[src/rtl/axi_sram_pkg.sv]
// Shared state type, response/enable constants and AXI channel widths for the AXI SRAM responder.
// AXI width macros default here; a project-wide AXI_define.svh compiled earlier overrides them.
`ifndef AXI_IDS_BITS
`define AXI_IDS_BITS 8
`endif
`ifndef AXI_ADDR_BITS
`define AXI_ADDR_BITS 32
`endif
`ifndef AXI_LEN_BITS
`define AXI_LEN_BITS 4
`endif
`ifndef AXI_SIZE_BITS
`define AXI_SIZE_BITS 3
`endif
`ifndef AXI_DATA_BITS
`define AXI_DATA_BITS 32
`endif
`ifndef AXI_STRB_BITS
`define AXI_STRB_BITS 4
`endif

package axi_sram_pkg;
  typedef enum logic [2:0] {
    IDLE    = 3'd0,
    RD_REQ  = 3'd1,
    RD_DATA = 3'd2,
    WR_DATA = 3'd3,
    WR_RESP = 3'd4
  } state_e;

  localparam logic [1:0] RESP_OKAY = 2'b00;
  localparam logic [3:0] WEB_IDLE  = 4'hF;
endpackage

[src/rtl/axi_sram_if.sv]
// AXI4 bus bundle between the interconnect slave port and the SRAM responder.
interface axi_sram_if;
  logic [`AXI_IDS_BITS-1:0]  AWID;
  logic [`AXI_ADDR_BITS-1:0] AWADDR;
  logic [`AXI_LEN_BITS-1:0]  AWLEN;
  logic [`AXI_SIZE_BITS-1:0] AWSIZE;
  logic [1:0]                AWBURST;
  logic                      AWVALID;
  logic                      AWREADY;
  logic [`AXI_DATA_BITS-1:0] WDATA;
  logic [`AXI_STRB_BITS-1:0] WSTRB;
  logic                      WLAST;
  logic                      WVALID;
  logic                      WREADY;
  logic [`AXI_IDS_BITS-1:0]  BID;
  logic [1:0]                BRESP;
  logic                      BVALID;
  logic                      BREADY;
  logic [`AXI_IDS_BITS-1:0]  ARID;
  logic [`AXI_ADDR_BITS-1:0] ARADDR;
  logic [`AXI_LEN_BITS-1:0]  ARLEN;
  logic [`AXI_SIZE_BITS-1:0] ARSIZE;
  logic [1:0]                ARBURST;
  logic                      ARVALID;
  logic                      ARREADY;
  logic [`AXI_IDS_BITS-1:0]  RID;
  logic [`AXI_DATA_BITS-1:0] RDATA;
  logic [1:0]                RRESP;
  logic                      RLAST;
  logic                      RVALID;
  logic                      RREADY;

  modport slave (
    input  AWID, AWADDR, AWLEN, AWSIZE, AWBURST, AWVALID,
    output AWREADY,
    input  WDATA, WSTRB, WLAST, WVALID,
    output WREADY,
    output BID, BRESP, BVALID,
    input  BREADY,
    input  ARID, ARADDR, ARLEN, ARSIZE, ARBURST, ARVALID,
    output ARREADY,
    output RID, RDATA, RRESP, RLAST, RVALID,
    input  RREADY
  );

  modport master (
    output AWID, AWADDR, AWLEN, AWSIZE, AWBURST, AWVALID,
    input  AWREADY,
    output WDATA, WSTRB, WLAST, WVALID,
    input  WREADY,
    input  BID, BRESP, BVALID,
    output BREADY,
    output ARID, ARADDR, ARLEN, ARSIZE, ARBURST, ARVALID,
    input  ARREADY,
    input  RID, RDATA, RRESP, RLAST, RVALID,
    output RREADY
  );
endinterface

[src/rtl/axi_sram_burst_ctr.sv]
// Beat counter and word-address incrementer for one AXI burst; wraps modulo 2^ADDR_W.
module axi_sram_burst_ctr #(
  parameter int ADDR_W = 14,
  parameter int LEN_W  = `AXI_LEN_BITS
) (
  input  logic              clk,
  input  logic              rst,
  input  logic              load,
  input  logic              step,
  input  logic [ADDR_W-1:0] load_addr,
  input  logic [LEN_W-1:0]  load_len,
  output logic [ADDR_W-1:0] addr,
  output logic [ADDR_W-1:0] next_addr,
  output logic              last
);
  logic [LEN_W-1:0] cnt_q;
  logic [LEN_W-1:0] len_q;

  always_ff @(posedge clk) begin
    if (rst) begin
      addr  <= '0;
      cnt_q <= '0;
      len_q <= '0;
    end else if (load) begin
      addr  <= load_addr;
      cnt_q <= '0;
      len_q <= load_len;
    end else if (step) begin
      addr  <= next_addr;
      cnt_q <= cnt_q + LEN_W'(1);
    end
  end

  assign next_addr = addr + ADDR_W'(1);
  assign last      = (cnt_q == len_q);
endmodule

[src/rtl/axi_sram_slave.sv]
// AXI4 responder mapping single-beat and burst transfers onto a single-port word SRAM macro.
// Optional AXI_SRAM_RD_PIPE_EN overlaps the next read access with the current R handshake.
module axi_sram_slave
  import axi_sram_pkg::*;
#(
  parameter int ADDR_W = 14
) (
  input  logic              clk,
  input  logic              rst,
  axi_sram_if.slave         axi,
  output logic              CEB,
  output logic [3:0]        WEB,
  output logic [ADDR_W-1:0] A,
  output logic [31:0]       DI,
  input  logic [31:0]       DO
);
  state_e state_q, state_d;

  logic [`AXI_IDS_BITS-1:0] id_q;
  logic [31:0]              rdata_cap_p1;
  logic                     rd_first_p1;
  logic                     rd_issue;
  logic                     aw_hs;
  logic                     load, step, last;
  logic [ADDR_W-1:0]        addr, next_addr;
  logic                     unused_bits;

  axi_sram_burst_ctr #(.ADDR_W(ADDR_W), .LEN_W(`AXI_LEN_BITS)) u_ctr (
    .clk       (clk),
    .rst       (rst),
    .load      (load),
    .step      (step),
    .load_addr (aw_hs ? axi.AWADDR[ADDR_W+1:2] : axi.ARADDR[ADDR_W+1:2]),
    .load_len  (aw_hs ? axi.AWLEN : axi.ARLEN),
    .addr      (addr),
    .next_addr (next_addr),
    .last      (last)
  );

  // Outputs are forced idle while rst is high so an interrupted burst makes no further access.
  always_comb begin
    state_d     = state_q;
    axi.AWREADY = 1'b0;
    axi.ARREADY = 1'b0;
    axi.WREADY  = 1'b0;
    axi.RVALID  = 1'b0;
    axi.RLAST   = 1'b0;
    axi.BVALID  = 1'b0;
    CEB         = 1'b1;
    WEB         = WEB_IDLE;
    A           = '0;
    DI          = '0;
    aw_hs       = 1'b0;
    load        = 1'b0;
    step        = 1'b0;
    rd_issue    = 1'b0;
    if (!rst) begin
      case (state_q)
        IDLE: begin
          axi.AWREADY = 1'b1;
          axi.ARREADY = ~axi.AWVALID;
          if (axi.AWVALID) begin
            aw_hs   = 1'b1;
            load    = 1'b1;
            state_d = WR_DATA;
          end else if (axi.ARVALID) begin
            load    = 1'b1;
            state_d = RD_REQ;
          end
        end
        RD_REQ: begin
          CEB      = 1'b0;
          A        = addr;
          rd_issue = 1'b1;
          state_d  = RD_DATA;
        end
        RD_DATA: begin
          axi.RVALID = 1'b1;
          axi.RLAST  = last;
          if (axi.RREADY) begin
            step = 1'b1;
            if (last) begin
              state_d = IDLE;
            end else begin
`ifdef AXI_SRAM_RD_PIPE_EN
              CEB      = 1'b0;
              A        = next_addr;
              rd_issue = 1'b1;
              state_d  = RD_DATA;
`else
              state_d  = RD_REQ;
`endif
            end
          end
        end
        WR_DATA: begin
          axi.WREADY = 1'b1;
          if (axi.WVALID) begin
            CEB  = 1'b0;
            WEB  = ~axi.WSTRB;
            DI   = axi.WDATA;
            A    = addr;
            step = 1'b1;
            if (last) state_d = WR_RESP;
          end
        end
        WR_RESP: begin
          axi.BVALID = 1'b1;
          if (axi.BREADY) state_d = IDLE;
        end
        default: state_d = IDLE;
      endcase
    end
  end

  always_ff @(posedge clk) begin
    if (rst) begin
      state_q     <= IDLE;
      rd_first_p1 <= 1'b0;
    end else begin
      state_q     <= state_d;
      rd_first_p1 <= rd_issue;
    end
  end

  // ---- stage p1: DO is live only on the first R cycle; later cycles replay the capture ----
  always_ff @(posedge clk) begin
    if (load) id_q <= aw_hs ? axi.AWID : axi.ARID;
    if (rd_first_p1) rdata_cap_p1 <= DO;
  end

  assign axi.RDATA = !axi.RVALID ? '0 : (rd_first_p1 ? DO : rdata_cap_p1);
  assign axi.RID   = axi.RVALID ? id_q : '0;
  assign axi.BID   = axi.BVALID ? id_q : '0;
  assign axi.RRESP = RESP_OKAY;
  assign axi.BRESP = RESP_OKAY;

  assign unused_bits = ^{axi.AWSIZE, axi.AWBURST, axi.ARSIZE, axi.ARBURST, axi.WLAST,
                         axi.AWADDR[`AXI_ADDR_BITS-1:ADDR_W+2], axi.AWADDR[1:0],
                         axi.ARADDR[`AXI_ADDR_BITS-1:ADDR_W+2], axi.ARADDR[1:0]};
endmodule

[src/flat_wrapper.sv]
// flat-port wrapper written by rule: the top's interface ports become plain ports
module axi_sram_slave_flat import axi_sram_pkg::*;
#(
  parameter int ADDR_W = 14
)
  (clk, rst, CEB, WEB, A, DI, DO, axi_AWID, axi_AWADDR, axi_AWLEN, axi_AWSIZE, axi_AWBURST, axi_AWVALID, axi_AWREADY, axi_WDATA, axi_WSTRB, axi_WLAST, axi_WVALID, axi_WREADY, axi_BID, axi_BRESP, axi_BVALID, axi_BREADY, axi_ARID, axi_ARADDR, axi_ARLEN, axi_ARSIZE, axi_ARBURST, axi_ARVALID, axi_ARREADY, axi_RID, axi_RDATA, axi_RRESP, axi_RLAST, axi_RVALID, axi_RREADY);
  axi_sram_if axi_i ();
  input  logic clk;
  input  logic rst;
  output logic CEB;
  output logic [3:0] WEB;
  output logic [ADDR_W-1:0] A;
  output logic [31:0] DI;
  input  logic [31:0] DO;
  input wire logic [$bits(axi_i.AWID)-1:0] axi_AWID;
  input wire logic [$bits(axi_i.AWADDR)-1:0] axi_AWADDR;
  input wire logic [$bits(axi_i.AWLEN)-1:0] axi_AWLEN;
  input wire logic [$bits(axi_i.AWSIZE)-1:0] axi_AWSIZE;
  input wire logic [$bits(axi_i.AWBURST)-1:0] axi_AWBURST;
  input wire logic [$bits(axi_i.AWVALID)-1:0] axi_AWVALID;
  output wire logic [$bits(axi_i.AWREADY)-1:0] axi_AWREADY;
  input wire logic [$bits(axi_i.WDATA)-1:0] axi_WDATA;
  input wire logic [$bits(axi_i.WSTRB)-1:0] axi_WSTRB;
  input wire logic [$bits(axi_i.WLAST)-1:0] axi_WLAST;
  input wire logic [$bits(axi_i.WVALID)-1:0] axi_WVALID;
  output wire logic [$bits(axi_i.WREADY)-1:0] axi_WREADY;
  output wire logic [$bits(axi_i.BID)-1:0] axi_BID;
  output wire logic [$bits(axi_i.BRESP)-1:0] axi_BRESP;
  output wire logic [$bits(axi_i.BVALID)-1:0] axi_BVALID;
  input wire logic [$bits(axi_i.BREADY)-1:0] axi_BREADY;
  input wire logic [$bits(axi_i.ARID)-1:0] axi_ARID;
  input wire logic [$bits(axi_i.ARADDR)-1:0] axi_ARADDR;
  input wire logic [$bits(axi_i.ARLEN)-1:0] axi_ARLEN;
  input wire logic [$bits(axi_i.ARSIZE)-1:0] axi_ARSIZE;
  input wire logic [$bits(axi_i.ARBURST)-1:0] axi_ARBURST;
  input wire logic [$bits(axi_i.ARVALID)-1:0] axi_ARVALID;
  output wire logic [$bits(axi_i.ARREADY)-1:0] axi_ARREADY;
  output wire logic [$bits(axi_i.RID)-1:0] axi_RID;
  output wire logic [$bits(axi_i.RDATA)-1:0] axi_RDATA;
  output wire logic [$bits(axi_i.RRESP)-1:0] axi_RRESP;
  output wire logic [$bits(axi_i.RLAST)-1:0] axi_RLAST;
  output wire logic [$bits(axi_i.RVALID)-1:0] axi_RVALID;
  input wire logic [$bits(axi_i.RREADY)-1:0] axi_RREADY;
  assign axi_i.AWID = axi_AWID;
  assign axi_i.AWADDR = axi_AWADDR;
  assign axi_i.AWLEN = axi_AWLEN;
  assign axi_i.AWSIZE = axi_AWSIZE;
  assign axi_i.AWBURST = axi_AWBURST;
  assign axi_i.AWVALID = axi_AWVALID;
  assign axi_AWREADY = axi_i.AWREADY;
  assign axi_i.WDATA = axi_WDATA;
  assign axi_i.WSTRB = axi_WSTRB;
  assign axi_i.WLAST = axi_WLAST;
  assign axi_i.WVALID = axi_WVALID;
  assign axi_WREADY = axi_i.WREADY;
  assign axi_BID = axi_i.BID;
  assign axi_BRESP = axi_i.BRESP;
  assign axi_BVALID = axi_i.BVALID;
  assign axi_i.BREADY = axi_BREADY;
  assign axi_i.ARID = axi_ARID;
  assign axi_i.ARADDR = axi_ARADDR;
  assign axi_i.ARLEN = axi_ARLEN;
  assign axi_i.ARSIZE = axi_ARSIZE;
  assign axi_i.ARBURST = axi_ARBURST;
  assign axi_i.ARVALID = axi_ARVALID;
  assign axi_ARREADY = axi_i.ARREADY;
  assign axi_RID = axi_i.RID;
  assign axi_RDATA = axi_i.RDATA;
  assign axi_RRESP = axi_i.RRESP;
  assign axi_RLAST = axi_i.RLAST;
  assign axi_RVALID = axi_i.RVALID;
  assign axi_i.RREADY = axi_RREADY;
  axi_sram_slave #(.ADDR_W(ADDR_W)) u_core (.clk(clk), .rst(rst), .axi(axi_i), .CEB(CEB), .WEB(WEB), .A(A), .DI(DI), .DO(DO));
endmodule
[config.mk]
export PLATFORM = sky130hd
export DESIGN_NAME = axi_sram_slave_flat
export DESIGN_NICKNAME = d
export VERILOG_FILES = /design/src/rtl/axi_sram_pkg.sv /design/src/rtl/axi_sram_if.sv /design/src/rtl/axi_sram_burst_ctr.sv /design/src/rtl/axi_sram_slave.sv /design/src/flat_wrapper.sv
export SDC_FILE = /design/constraint.sdc
export NUM_CORES = 1
export LEC_CHECK = 0
export CAP_MARGIN = 10
export CORE_AREA = 2 2 109 111
export CTS_BUF_LIST = sky130_fd_sc_hd__clkbuf_8
export DETAILED_ROUTE_END_ITERATION = 8
export DIE_AREA = 0 0 111 113
export PLACE_DENSITY = 0.78
export SYNTH_ARGS = -nofsm -noshare
export SYNTH_HDL_FRONTEND = slang
export SYNTH_SLANG_ARGS = --single-unit
[constraint.sdc]
create_clock -name clk -period 2.6 [get_ports clk]
set_input_delay 0.39 -clock clk [delete_from_list [all_inputs] [get_ports clk]]
set_output_delay 0.39 -clock clk [all_outputs]
set_load 0.01 [all_outputs]
==> results.cfg, run 1 <==
[run_status]
status = finished clean

[pwr]
power.density_mw_per_mm2 = 603
total_power_w = 0.00392
vdd_drop_max_mv = 0.304
total_leakage_power_nw = 2.99

[yosys]
synth_top_area_cell = sky130_fd_sc_hd__dfxtp_1
synthDistinctLibCells = 57
synth_top_cells_by_area = sky130_fd_sc_hd__dfxtp_1 31%, sky130_fd_sc_hd__and2_1 11%, sky130_fd_sc_hd__mux2_2 9.8%, sky130_fd_sc_hd__edfxtp_1 6.5%, sky130_fd_sc_hd__and3_1 5.6%
top_reg_cell_synth = sky130_fd_sc_hd__dfxtp_1
syn_inst = 420
total_of_flip_flops_plus_latches_after_synthesis = 66
post_synth_most_frequent_cells = 62 x sky130_fd_sc_hd__and2_1, 58 x sky130_fd_sc_hd__dfxtp_1, 41 x sky130_fd_sc_hd__nand2_1
synthesis.yosys.warnings = 0
asyncSetResetFlopFracSynth_pct = 0
syn_area_per_cell_um2 = 8.78
synth_edf_count = 8
synth.cell_area_mm2 = 0.00369
synth_top_cell_area_share_pct = 31.5
post-synth-top-count-cell = sky130_fd_sc_hd__and2_1
ys_seq_area_share_pct = 38.0

[place]
dp.final_hpwl_mm = 9.96
port_buffers = 231
dp_cells = 799
globalplace.congestion = 0.886

[timing]
worst-slew-pin-transition_ns = 0.798
skew_ns = 0.0142
hold-worst-slack_ns = 0.471
finalSetupViolations = 0
period_needed_ns = 2.57
grt_setup_unrepaired = false
max_clock_freq_mhz = 389
final_hold_viol_count = 0
min_period_over_period_pct = 99.0
relSlewSlack_pct = 46.1
drv_slew = 0

[clock_network]
clkLatencyLatePin_ns = 0.35
clockRootBuffer = sky130_fd_sc_hd__clkbuf_8
cts.path.max_buffers = 2
cts_tree = built
cts_buffers = 9
clock_tree.htree_level_count = 3
clock_sinks = 66
worst_setup_hold_path_clk_slew_ns = 0.06

[layout]
layout.nets = 845
stdcell_count = 817
area.growth.synth_to_final_pct = 76.4
multiInputGateArea_mm2 = 0.00214
fraction_of_layout_cells_with_a_size_suffix_above_1_pct = 15.0
diodes = 0
filler_cell_count = 988
fin_util_pct = 57.7
layout.area.seq_mm2 = 0.00140

[critical_path]
start_kind = primary input
timing.critical_path.required_ns = 2.21
crit_path_top_delay_cell = sky130_fd_sc_hd__clkdlybuf4s50_1
critical-path-max-stage-delay_ns = 0.53
worst-path-buf-inv = 4
critical_path_type = in2out
critPathTopFamily = buffers and inverters
series_of_cell_instances_along_the_critical_path = clkdlybuf4s50_1 > buf_4 > nor3_2 > buf_4 > and2_1 > clkdlybuf4s50_1
critical_path_arrival_ns = 2.18
crit_path_end_kind = output port
critical_path.max_fanout = 8

[global_routing]
grt_antenna_before_repair = 0
grt_pass1_wl_mm = 20.0
first_global_vias = 4081
global_route.overflow_total = 0
grt_start_max_net_pins = 33
gr-usage-all-layers_pct = 19.6

[die]
initial_core_util_pct = 32.7
die_y_um = 113
floorplan.die_area_mm2 = 0.0125
core_ar_mm2 = 0.0113
io-pin-count = 283
floorplan.die.width_um = 111
placement_rows = 39

[worst_hold_path]
hold_path_class = reg2reg

[route]
routed_wl_mm = 12.7
route.antenna.remaining_nets = 0
post_drt_wl_per_cell_um = 15.6
detailroute.via_count = 4047
drt_first_pass_iters = 4
viasPerCell = 4.95
detailedRoute.firstIterationViolations = 176
drc = 0

[job]
max_cap_violations = 0
[area by class of cell]
cell class / count / share of cell area, %
clock buffer: 10 / 2.12
multi-input combinational: 314 / 32.9
timing repair buffer: 270 / 39.0
inverter: 8 / 0.462
sequential: 66 / 21.6
clock inverter: 6 / 1.23
tap: 143 / 2.75
[worst paths after layout]
check | start | endpoint | slack, ns | depth (start not counted)
setup reg to reg | u_core.state_q[1] | u_core.u_ctr.addr[5] | 0.50 | 6
hold / removal | u_core.rdata_cap_p1[24] | u_core.rdata_cap_p1[24] | 0.47 | 1
setup / recovery | rst | A[1] | 0.03 | 6
hold reg to reg | u_core.rdata_cap_p1[24] | u_core.rdata_cap_p1[24] | 0.47 | 1
[registers in the layout, indices dropped and copies added, names as in the netlist]
signal,count
u_core.state_q,3
u_core.u_ctr.addr,14
u_core.id_q,8
u_core.u_ctr.cnt_q,4
u_core.u_ctr.len_q,4
u_core.rd_first_p1,1
u_core.rdata_cap_p1,32
[through the flow]
stage                     cell area (um^2)  setup slack (ns)  TNS [ns]
after global placement                6330            -0.123     -5.49
after detailed placement              6330            -0.120     -6.30
after global routing                  6500           0.00352         0
after floorplan                       3700             0.399         0
after CTS                             6490           0.00986         0
final                                 6500            0.0263         0
[kinds of logic (layout without fill, tap and decap cells)]
| group | after synthesis | count (layout) | share of synthesized area [%] |
|---|---|---|---|
| compound gates | 61 | 61 | 12.1 |
| xor+xnor | 10 | 10 | 2.37 |
| fa+ha+maj | 2 | 2 | 0.678 |
| buf+inv | 43 | 294 | 4.95 |
| flops | 66 | 66 | 38.0 |
| mux | 33 | 33 | 10.0 |
| other cells | 1 | 4 | 0.102 |
| simple gates | 204 | 204 | 31.8 |
[routing by layer]
| layer | part of all wire (%) | up-vias | global-route usage, % |
|---|---|---|---|
| li1 | - | 1975 | - |
| met1 | 39 | 1842 | 22.1 |
| met2 | 51 | 203 | 35.4 |
| met3 | 8.3 | 27 | 5.73 |
| met4 | 2.4 | 0 | 7.08 |
| met5 | 0 | - | 0 |
[timing repair]
| action | 4_1_cts | 5_1_grt |
|---|---|---|
| gates cloned | 1 | 0 |
| setup endpoints to repair | 81 | 10 |
| buffers inserted | 1 | 0 |
| resized for setup | 80 | 7 |
| pin swaps | 1 | 0 |
| hold buffers | 0 | 0 |
[where the power goes]
group          switching (W)  internal (W)
Combinational       0.000650      0.000798
Clock               0.000393      0.000560
Sequential          0.000130       0.00139
Total                0.00117       0.00275
[cell usage in the layout (no fill, tap or decap), types with 3 or more instances in the layout]
master                            Yosys  final
sky130_fd_sc_hd__clkdlybuf4s50_1      0    153
sky130_fd_sc_hd__dlygate4sd2_1        0     75
sky130_fd_sc_hd__and2_1              62     61
sky130_fd_sc_hd__dfxtp_1             58     57
sky130_fd_sc_hd__nand2_1             41     41
sky130_fd_sc_hd__buf_4                4     36
sky130_fd_sc_hd__and3_1              33     33
sky130_fd_sc_hd__mux2_2              32     32
sky130_fd_sc_hd__nor2_1              19     17
sky130_fd_sc_hd__o21ai_0             12     12
sky130_fd_sc_hd__clkbuf_8             0     10
sky130_fd_sc_hd__inv_1                8      9
sky130_fd_sc_hd__xnor2_1              9      9
sky130_fd_sc_hd__o221ai_1             9      9
sky130_fd_sc_hd__nand3_1              9      9
sky130_fd_sc_hd__a21oi_1              8      8
sky130_fd_sc_hd__nor3_1              10      8
sky130_fd_sc_hd__edfxtp_1             8      8
sky130_fd_sc_hd__a211oi_1             5      5
sky130_fd_sc_hd__nor4_1               4      4
sky130_fd_sc_hd__nand2b_1             4      4
sky130_fd_sc_hd__o211ai_1             4      4
sky130_fd_sc_hd__conb_1               1      4
sky130_fd_sc_hd__nand4_1              3      3
sky130_fd_sc_hd__o32a_1               3      3
sky130_fd_sc_hd__o21bai_1             3      3
sky130_fd_sc_hd__o22ai_1              3      3
sky130_fd_sc_hd__dlymetal6s2s_1       0      3
Note: power is estimated with default switching activity, not from simulation.
==> run 2, diff against run 1 <==
Clock period 2.6 ns to 2.63 ns, I/O delays scaled along.
==> run 2 against run 1 <==
Register-to-register slack better by 0.07 ns. Largest cell class unchanged. Clock-buffer cell count stayed put. Via count is 1.5% higher. Die area stayed put. Critical path depth stayed put. Critical endpoint is now DI[28]. Largest power group unchanged. First-iteration DRC count is 9.7% higher. Highest routed layer unchanged. Clock power is 1% lower.
==> results.cfg, run 2 (synthesis gave the netlist of run 1 again) <==
[run_status]
status = finished clean

[timing]
skew_ns = 0.0122
drv_slew = 0
max_clock_freq_mhz = 382
min_period_over_period_pct = 99.4
relSlewSlack_pct = 45.4
finalSetupViolations = 0
final_hold_viol_count = 0
worst-slew-pin-transition_ns = 0.809
period_needed_ns = 2.62
hold-worst-slack_ns = 0.469

[die]
floorplan.die.width_um = 111
initial_core_util_pct = 32.7
floorplan.die_area_mm2 = 0.0125
io-pin-count = 283
die_y_um = 113
core_ar_mm2 = 0.0113
placement_rows = 39

[global_routing]
grt_antenna_before_repair = 0
gr-usage-all-layers_pct = 19.3
grt_pass1_wl_mm = 19.9
grt_start_max_net_pins = 33
global_route.overflow_total = 0
first_global_vias = 4014

[critical_path]
critical_path_arrival_ns = 2.22
critical_path_type = in2out
crit_path_frequent_cell = sky130_fd_sc_hd__clkdlybuf4s50_1
series_of_cell_instances_along_the_critical_path = clkdlybuf4s50_1 > or2b_4 > nor2_1 > buf_4 > and3_1 > clkdlybuf4s50_1
critPathTopFamily = buffers and inverters
critical-path-max-stage-delay_ns = 0.59
critical_path.max_fanout = 11
crit_path_top_delay_cell = sky130_fd_sc_hd__clkdlybuf4s50_1
timing.critical_path.required_ns = 2.24
crit_path_end_kind = output port
worst-path-buf-inv = 3
regToRegSetupSlack_ns = 0.57
start_kind = primary input

[place]
dp_cells = 798
globalplace.congestion = 0.851
port_buffers = 231
dp.final_hpwl_mm = 9.99

[layout]
registers.top_by_ff_count = u_core.rdata_cap_p1
diodes = 0
area.growth.synth_to_final_pct = 82.0
stdcell_count = 819
filler_cell_count = 963
layout_common_cells = 153 x sky130_fd_sc_hd__clkdlybuf4s50_1, 61 x sky130_fd_sc_hd__and2_1, 58 x sky130_fd_sc_hd__dfxtp_1, 42 x sky130_fd_sc_hd__dlymetal6s2s_1, 41 x sky130_fd_sc_hd__nand2_1
layout.nets = 847
layout.area.seq_mm2 = 0.00140
most_common_cell_after_layout_fill_and_taps_aside = sky130_fd_sc_hd__clkdlybuf4s50_1
largest_register_ffs = 32
fraction_of_layout_cells_with_a_size_suffix_above_1_pct = 14.9
fin_util_pct = 59.6
multiInputGateArea_mm2 = 0.00215
leading_registers_by_flop_count = u_core.rdata_cap_p1: 32 flops, u_core.u_ctr.addr: 14 flops, u_core.id_q: 8 flops

[route]
detailroute.via_count = 4106
routed_wl_mm = 13.0
post_drt_wl_per_cell_um = 15.9
detailedRoute.firstIterationViolations = 193
drt_first_pass_iters = 5
viasPerCell = 5.01
drc = 0
route.antenna.remaining_nets = 0

[pwr]
power.density_mw_per_mm2 = 587
total_leakage_power_nw = 3.54
total_power_w = 0.00394
vdd_drop_max_mv = 0.350

[clock_network]
worst_setup_hold_path_clk_slew_ns = 0.06
clock_tree.htree_level_count = 3
cts_tree = built
clockRootBuffer = sky130_fd_sc_hd__clkbuf_8
cts.path.max_buffers = 2
cts_buffers = 9
holdBufCountCts = 0
clkLatencyLatePin_ns = 0.33
clock_sinks = 66

[job]
max_cap_violations = 0

[worst_hold_path]
hold_path_class = reg2reg
[run 2: changes by cell type in the layout (fill, tap and decap cells not counted)]
cell | previous run | this run
sky130_fd_sc_hd__buf_12 | 1 | 3
sky130_fd_sc_hd__clkbuf_16 | 0 | 1
sky130_fd_sc_hd__dlygate4sd2_1 | 75 | 36
sky130_fd_sc_hd__buf_6 | 2 | 1
sky130_fd_sc_hd__nor3_2 | 2 | 0
sky130_fd_sc_hd__nor3_4 | 0 | 2
sky130_fd_sc_hd__nor2_2 | 2 | 1
sky130_fd_sc_hd__dfxtp_2 | 1 | 0
sky130_fd_sc_hd__nor2_1 | 17 | 18
sky130_fd_sc_hd__dlymetal6s2s_1 | 3 | 42
sky130_fd_sc_hd__dfxtp_1 | 57 | 58
[run 2: path summary, 6_finish.rpt]
kind | startpoint | to | cells after the start
worst min-delay path | u_core.rdata_cap_p1[29] | u_core.rdata_cap_p1[29] | 1
worst max-delay path | rst | DI[28] | 6
worst max register to register | u_core.state_q[2] | u_core.u_ctr.addr[5] | 6
worst min register to register | u_core.rdata_cap_p1[29] | u_core.rdata_cap_p1[29] | 1
[run 2: area by class of cell]
| class | count | area share [%] |
|---|---|---|
| clock buffer | 10 | 2.05 |
| clock inverter | 6 | 1.19 |
| inverter | 8 | 0.447 |
| multi-input combinational | 314 | 32.0 |
| sequential | 66 | 20.9 |
| tap | 143 | 2.66 |
| timing repair buffer | 272 | 40.8 |
[run 2: metrics by stage]
step / area, um^2 / TNS [ns] / setup slack, ns
2_1_floorplan: 3700 / 0 / 0.424
3_3_place_gp: 6330 / -4.61 / -0.125
3_5_place_dp: 6330 / -6.41 / -0.131
4_1_cts: 6550 / -0.480 / -0.0426
5_1_grt: 6710 / -0.0319 / -0.0132
6_report: 6710 / 0 / 0.0146
[run 2: power breakdown]
part,total (W),switching (W),internal [W]
clock network,0.000943,0.000389,0.000554
registers,0.00150,0.000126,0.00137
logic,0.00150,0.000659,0.000840
[run 2: routing by layer]
metal	global-route usage, %	vias up	wire length (um)
met1	22.1	1906	5080
li1	-	1978	-
met4	5.42	0	133
met2	36.0	212	6790
met3	4.71	10	996
met5	0	-	0
[run 2: what timing repair did]
action,in CTS,in global routing
gates resized for setup,42,46
setup endpoints to repair,76,50
cloned,0,1
buffers inserted,3,1
==> run 3, diff against run 2 <==
Settings changed: RECOVER_POWER set to 50.
==> run 3 against run 2 <==
Cell count did not move. Worst hold slack lost 0.0064 ns. Maximum frequency is 0.11% higher. Die area unchanged. Clock power barely moved. Routed wire length barely moved. Critical path type unchanged. Largest cell class unchanged.
==> results.cfg, run 3 (synthesis gave the netlist of run 1 again) <==
[layout]
layout_common_cells = 153 x sky130_fd_sc_hd__clkdlybuf4s50_1, 61 x sky130_fd_sc_hd__and2_1, 58 x sky130_fd_sc_hd__dfxtp_1, 42 x sky130_fd_sc_hd__dlymetal6s2s_1, 41 x sky130_fd_sc_hd__nand2_1
leading_registers_by_flop_count = u_core.rdata_cap_p1: 32 flops, u_core.u_ctr.addr: 14 flops, u_core.id_q: 8 flops
stdcell_count = 819
registers.top_by_ff_count = u_core.rdata_cap_p1
fraction_of_layout_cells_with_a_size_suffix_above_1_pct = 14.1
area.growth.synth_to_final_pct = 82.0
most_common_cell_after_layout_fill_and_taps_aside = sky130_fd_sc_hd__clkdlybuf4s50_1
diodes = 0
largest_register_ffs = 32
fin_util_pct = 59.6
layout.nets = 847

[route]
detailedRoute.firstIterationViolations = 195
post_drt_wl_per_cell_um = 15.9
detailroute.via_count = 4096
routed_wl_mm = 13.0
route.antenna.remaining_nets = 0
drt_first_pass_iters = 5
drc = 0
viasPerCell = 5.00

[place]
globalplace.congestion = 0.851
dp_cells = 798
dp.final_hpwl_mm = 9.99
port_buffers = 231

[die]
floorplan.die.width_um = 111
initial_core_util_pct = 32.7
floorplan.die_area_mm2 = 0.0125
core_ar_mm2 = 0.0113
io-pin-count = 283
placement_rows = 39
die_y_um = 113

[pwr]
total_leakage_power_nw = 3.54
switchingPower_w = 0.00117
combPwrFrac_pct = 37.9
vdd_drop_max_mv = 0.337
power.density_mw_per_mm2 = 585
pwr-share-clk_pct = 24.0
total_power_w = 0.00393
seq_power_share_pct = 38.1
switching_share_pct = 29.9
internal_power_w = 0.00276

[global_routing]
grt_start_max_net_pins = 33
first_global_vias = 4014
global_route.overflow_total = 0
gr-usage-all-layers_pct = 19.3
grt_pass1_wl_mm = 19.9
grt_antenna_before_repair = 0

[job]
max_cap_violations = 0

[critical_path]
start_kind = primary input
timing.critical_path.required_ns = 2.24
critical_path.max_fanout = 11
crit_path_end_kind = output port
worst-path-buf-inv = 3
critical-path-max-stage-delay_ns = 0.59
critPathTopFamily = buffers and inverters
series_of_cell_instances_along_the_critical_path = clkdlybuf4s50_1 > or2b_4 > nor2_1 > buf_4 > and3_1 > clkdlybuf4s50_1
crit_path_top_delay_cell = sky130_fd_sc_hd__clkdlybuf4s50_1
critical_path_arrival_ns = 2.22
crit_path_frequent_cell = sky130_fd_sc_hd__clkdlybuf4s50_1
critical_path_type = in2out

[timing]
finalSetupViolations = 0
relSlewSlack_pct = 45.3
worst-slew-pin-transition_ns = 0.810
hold-worst-slack_ns = 0.462
min_period_over_period_pct = 99.3
skew_ns = 0.0120
max_clock_freq_mhz = 383
finalSetupTns_ns = 0
drv_slew = 0
period_needed_ns = 2.61
final_hold_viol_count = 0

[clock_network]
cts.path.max_buffers = 2
cts_tree = built
clkLatencyLatePin_ns = 0.33
clockRootBuffer = sky130_fd_sc_hd__clkbuf_8
clock_tree.htree_level_count = 3
worst_setup_hold_path_clk_slew_ns = 0.06
clock_sinks = 66
cts_buffers = 9

[run_status]
status = finished clean

[worst_hold_path]
hold_path_class = reg2reg
[run 3: cell count changes in the layout (fill, tap and decap cells not counted)]
cell	previous run	this run
sky130_fd_sc_hd__mux2_1	0	6
sky130_fd_sc_hd__mux2_2	32	26
[run 3: area by class of cell]
cell class                      instances  area, um^2
Clock buffer                           10         138
Clock inverter                          6        80.1
Fill cell                             963        4560
Inverter                                8        30.0
Multi-Input combinational cell        314        2150
Sequential cell                        66        1400
Tap cell                              143         179
Timing Repair Buffer                  272        2740
[run 3: power by group through the flow]
| stage | combinational (W) | clock [W] | sequential [W] |
|---|---|---|---|
| after floorplan | 0.000819 | 0 | 0.00149 |
| after global placement | 0.00143 | 0 | 0.00150 |
| after detailed placement | 0.00148 | 0 | 0.00152 |
| after CTS | 0.00149 | 0.000972 | 0.00150 |
| after global routing | 0.00163 | 0.00102 | 0.00154 |
| final | 0.00149 | 0.000943 | 0.00150 |
[run 3: path summary, 6_finish.rpt]
check                                             start                      end  slack, ns  cells after the start
worst max-delay path                                rst                   DI[28]       0.02                      6
worst min-delay path            u_core.rdata_cap_p1[24]  u_core.rdata_cap_p1[24]       0.46                      1
worst max register to register        u_core.state_q[2]     u_core.u_ctr.addr[5]       0.57                      6
worst min register to register  u_core.rdata_cap_p1[24]  u_core.rdata_cap_p1[24]       0.46                      1
[run 3: metal layers]
| metal | vias up | part of all wire (%) | GRT usage (%) |
|---|---|---|---|
| met4 | 0 | 1.0 | 5.42 |
| met3 | 10 | 7.7 | 4.71 |
| met5 | - | 0 | 0 |
| met1 | 1903 | 39 | 22.1 |
| li1 | 1977 | - | - |
| met2 | 206 | 52 | 36.0 |
[run 3: timing repair]
action                     4_1_cts  5_1_grt
gates resized for setup         42       46
setup endpoints to repair       76       50
pin swaps                        0        0
gates cloned                     0        1
buffers inserted                 3        1
hold buffers                     0        0
[run 3: worst register-to-register path, stage by stage, from the launching register on]
cell and delay, ns:
sky130_fd_sc_hd__dfxtp_1 0.31, sky130_fd_sc_hd__buf_4 0.19, sky130_fd_sc_hd__or3b_1 0.47, sky130_fd_sc_hd__buf_4 0.18
sky130_fd_sc_hd__nor4_1 0.36, sky130_fd_sc_hd__nor3_1 0.07, sky130_fd_sc_hd__a2111oi_0 0.37
[run 3: through the flow]
stage,instance area [um^2],setup WS [ns]
after CTS,6550,-0.0426
after detailed placement,6330,-0.131
after global placement,6330,-0.125
after floorplan,3700,0.424
after global routing,6710,-0.0132
final,6710,0.0173
